`config.mk`:
```
export PLATFORM = sky130hd
export DESIGN_NAME = serial_addsub
export DESIGN_NICKNAME = d
export VERILOG_FILES = /design/src/rtl/serial_addsub.sv
export SDC_FILE = /design/constraint.sdc
export NUM_CORES = 1
export LEC_CHECK = 0
export ABC_AREA = 1
export BUFFER_PORTS_ARGS = -buffer_cell sky130_fd_sc_hd__buf_2
export CAP_MARGIN = 20
export CORE_MARGIN = 10
export CORE_UTILIZATION = 49
export DETAILED_ROUTE_END_ITERATION = 6
export PLACE_DENSITY = 0.74
export SLEW_MARGIN = 10
export SYNTH_ARGS = -nofsm -noshare
export SYNTH_HDL_FRONTEND = slang
export SYNTH_SLANG_ARGS = --single-unit
```
`constraint.sdc`:
```
create_clock -name clk -period 1.4 [get_ports clk]
set_clock_uncertainty 0.15 [all_clocks]
set_input_delay 0.14 -clock clk [delete_from_list [all_inputs] [get_ports clk]]
set_output_delay 0.14 -clock clk [all_outputs]
set_load 0.005 [all_outputs]
```
`src/rtl/serial_addsub.sv`:
```
// Bit-serial adder/subtractor: one full-adder cell plus a carry flop,
// LSB-first over WIDTH cycles, registered sum/cout/ovf with a done pulse.
module serial_addsub #(
  parameter int WIDTH = 8
) (
  input  logic             clk,
  input  logic             rst,
  input  logic             start,
  input  logic             sub,
  input  logic [WIDTH-1:0] a,
  input  logic [WIDTH-1:0] b,
  output logic             busy,
  output logic             done,
  output logic [WIDTH-1:0] sum,
  output logic             cout,
  output logic             ovf
);

  localparam int CW = $clog2(WIDTH) + 1;

  typedef enum logic [1:0] {
    IDLE,
    RUN,
    DONE
  } state_t;

  state_t state;
  state_t state_nx;

  logic [WIDTH-1:0] ra;
  logic [WIDTH-1:0] rb;
  logic [WIDTH-1:0] rs;
  logic             c;
  logic             cm;
  logic [CW-1:0]    cnt;

  logic s;
  logic cn;
  logic last;
  logic cmsb;

  always_comb begin
    s    = ra[0] ^ rb[0] ^ c;
    cn   = (ra[0] & rb[0]) | (ra[0] & c) | (rb[0] & c);
    last = (cnt == CW'(WIDTH - 1));
    // on the last bit the carry into the MSB is the live carry flop
    cmsb = last ? c : cm;
  end

  always_ff @(posedge clk) begin
    if (rst) state <= IDLE;
    else     state <= state_nx;
  end

  always_comb begin
    state_nx = state;
    busy     = 1'b0;
    done     = 1'b0;
    unique case (state)
      IDLE: begin
        if (start) state_nx = RUN;
      end
      RUN: begin
        busy = 1'b1;
        if (last) state_nx = DONE;
      end
      DONE: begin
        busy     = 1'b1;
        done     = 1'b1;
        state_nx = IDLE;
      end
      default: state_nx = IDLE;
    endcase
  end

  always_ff @(posedge clk) begin
    if (rst) begin
      ra   <= '0;
      rb   <= '0;
      rs   <= '0;
      c    <= 1'b0;
      cm   <= 1'b0;
      cnt  <= '0;
      sum  <= '0;
      cout <= 1'b0;
      ovf  <= 1'b0;
    end else begin
      unique case (state)
        IDLE: begin
          if (start) begin
            ra  <= a;
            rb  <= sub ? ~b : b;
            c   <= sub;
            cnt <= '0;
          end
        end
        RUN: begin
          c   <= cn;
          rs  <= {s, rs[WIDTH-1:1]};
          ra  <= ra >> 1;
          rb  <= rb >> 1;
          cnt <= cnt + CW'(1);
          if (last) begin
            cm   <= c;
            sum  <= {s, rs[WIDTH-1:1]};
            cout <= cn;
            ovf  <= cn ^ cmsb;
          end
        end
        default: ;
      endcase
    end
  end

endmodule

```
==> results.txt <==
starting density of the core: 51.12%
Net Count, Synth: 272
count of state elements after synthesis: 41
worst-margin pin slew: 0.3176 ns
synth-to-layout area growth: 41.21%
Int Pwr: 1.982 mW
Clock Sink Count: 41
sequential share of the synthesized area: 43.53%
HP Start: rst
I/O Buffers: 31
final total power: 2.866 mW
Syn Area/Cell: 7.634 um^2
Root Buffer: clkbuf_8
Seq pwr share: 46.9%
layout cells sized above 1: 37.10%
Clock power frac: 26.2%
Util after Layout: 72.18%
Slew Viols, Final: 0
Avg Vias per Cell: 5.240
maxcap violations: 0
Switching Fraction: 30.85%
Setup crit start: state[0]
most frequent cells in the layout: 57 x nand2_1, 38 x dfxtp_1, 34 x a21oi_1, 30 x buf_2, 16 x dlygate4sd3_1
critical setup path kind: reg2reg
Worst VDD drop: 0.0006587 V
Worst slew margin: 78.80%
number of core rows: 22
Post-DRT Antenna Nets: 0
Clock Tree Buf Depth: 2
Comb power frac: 27.0%
status: finished, violations left
minimum clock period: 1.426 ns
crit share post-route: 101.8%
P per Cell Area: 1076 mW/mm^2
Reg2Reg Launch Point: state[0]
NetSw: 884.0 uW
failing checks: negative setup slack
Ports: 32
Final setup viols: 16
post-synth top area cell: dfxtp_1
CP arrival: 1.50 ns
global-route wire length before repair: 8176 um
final net count: 334
Hold Vio Cnt, Final: 0
Unique masters post-synth: 30
vias in the first global route: 1813
worst hold path class: in2reg
YS warnings: 0
Mapped Cells: 247
Post-route DRC: 0
Core ar.: 0.003689 mm^2
Die Span X: 82.03 um
wire length per cell: 13.66 um
Die Height: 82.03 um
GRT Resource Usage Total: 15.50%
vias: 1876
grt ovf: 0
final setup margin: -0.02561 ns
commonest non-fill, non-tap cell in the layout: nand2_1
setup_tns: -0.1933 ns
f_max: 701.5 MHz
Worst EP required: 1.48 ns
dpl hpwl: 3013 um
die area: 0.006729 mm^2
DP Worst Slack: -0.1682 ns
routability cong.: 0.7979
Post-Syn Area: 0.001886 mm^2
first drt pass iteration count: 4
CTS Buf Count: 5
CP Capture Type: flip-flop
# diodes: 0
Pleak: 1.111 nW
largest net degree at the start of global routing: 20
CTS tree: done
top cells by area, synth: dfxtp_1 44%, nand2_1 13%, a21oi_1 11%, o21ai_0 5.3%, ha_1 2.7%
Worst-path clk slew: 0.08 ns
later-pin clock latency in the skew report: 0.30 ns
CP Max Fanout: 8
H-tree depth: 2
Filler Cell Count: 285
WL final: 4889 um
startpoint types: flip-flop
initial antenna violation count: 0
RSZ-0062 raised after global routing: yes
initial detailed-routing violation count: 167
Synth top area share: 43.53%
## Yosys cell counts (all sizes together)
| library cell | number |
|---|---|
| a21oi | 44 |
| nand2 | 69 |
| nand3 | 4 |
| nand4 | 2 |
| clkbuf | 2 |
| nor2 | 13 |
| a21boi | 1 |
| inv | 14 |
| fa | 1 |
| dfxtp | 41 |
| o21a | 1 |
| nor3 | 1 |
| xor2 | 1 |
| a31oi | 7 |
| buf | 13 |
| o21ai | 20 |
| a211oi | 1 |
| or2 | 7 |
| nor3b | 1 |
| ha | 4 |
## worst max-delay path: stages (launching register included)
cell and delay [ns]:
dfxtp_4 0.38, inv_4 0.04, ha_4 0.16, inv_2 0.05, nand2_2 0.05, nand2_4 0.10
buf_12 0.14, nand2_4 0.06, inv_2 0.06, nand2_1 0.05, a21oi_1 0.11
## path summary, 6_finish.rpt
kind	slack, ns	endpoint	cells after the start
max	-0.03	rb[7]	10
max reg2reg	-0.03	rb[7]	10
min	0.11	rs[1]	4
min reg2reg	0.31	sum[1]	2
## what timing repair did
item                       in CTS  in global routing
hold buffers                   16                  0
hold endpoints to repair       16                  0
buffers inserted                3                  0
gates cloned                    1                  1
pin swaps                       4                  5
setup endpoints to repair      43                 40
resized for setup              44                 15
## power by group through the flow
stage / combinational [mW] / sequential [mW] / clock, mW
final: 0.773 / 1.34 / 0.750
after global routing: 0.854 / 1.36 / 0.821
after CTS: 0.776 / 1.34 / 0.764
after detailed placement: 0.592 / 1.35 / 0
after global placement: 0.583 / 1.34 / 0
after floorplan: 0.395 / 1.33 / 0
## sequential cells by signal, indices dropped and copies added, names as in the netlist
signal  count
c           1
cm          1
cnt         4
cout        1
ovf         1
ra          8
rb          8
rs          7
state       2
sum         8
## cell type report
cell class	instances	area, um^2	share of cell area (%)
Multi-Input combinational cell	177	1052	39.52
Sequential cell	41	827.0	31.06
Timing Repair Buffer	69	559.3	21.01
Inverter	14	72.57	2.726
Clock buffer	5	68.82	2.585
Tap cell	48	60.06	2.256
Clock inverter	3	17.52	0.6579
Timing Repair inverter	1	5.005	0.1880
## kinds of logic (layout without fill, tap and decap cells)
kind of cell	Yosys count	in the layout	synth area share, %
DFF	41	41	43.53
AOI/OAI and AO/OA	74	74	20.70
xor gates and xnor gates	1	1	0.4646
buffers and inverters	29	92	8.162
adders and majority gates	5	5	3.716
and+or+nand+nor	97	97	23.42
## per-stage QoR
stage          cell area (um^2)  instances  hold slack [ns]
2_1_floorplan              1894        247           0.1325
3_3_place_gp               2191        330           0.2559
3_5_place_dp               2191        330           0.2612
4_1_cts                    2636        358          0.09743
5_1_grt                    2663        358           0.1320
6_report                   2663        358           0.1085
## per-layer routing
metal | GRT usage (%) | routed length (um) | up-vias
li1 | - | - | 939
met1 | 17.41 | 2020 | 874
met2 | 26.41 | 2482 | 54
met3 | 4.148 | 281 | 9
met4 | 7.823 | 104 | 0
met5 | 0 | 0 | -
No activity file was read; power rests on OpenSTA's default activity.
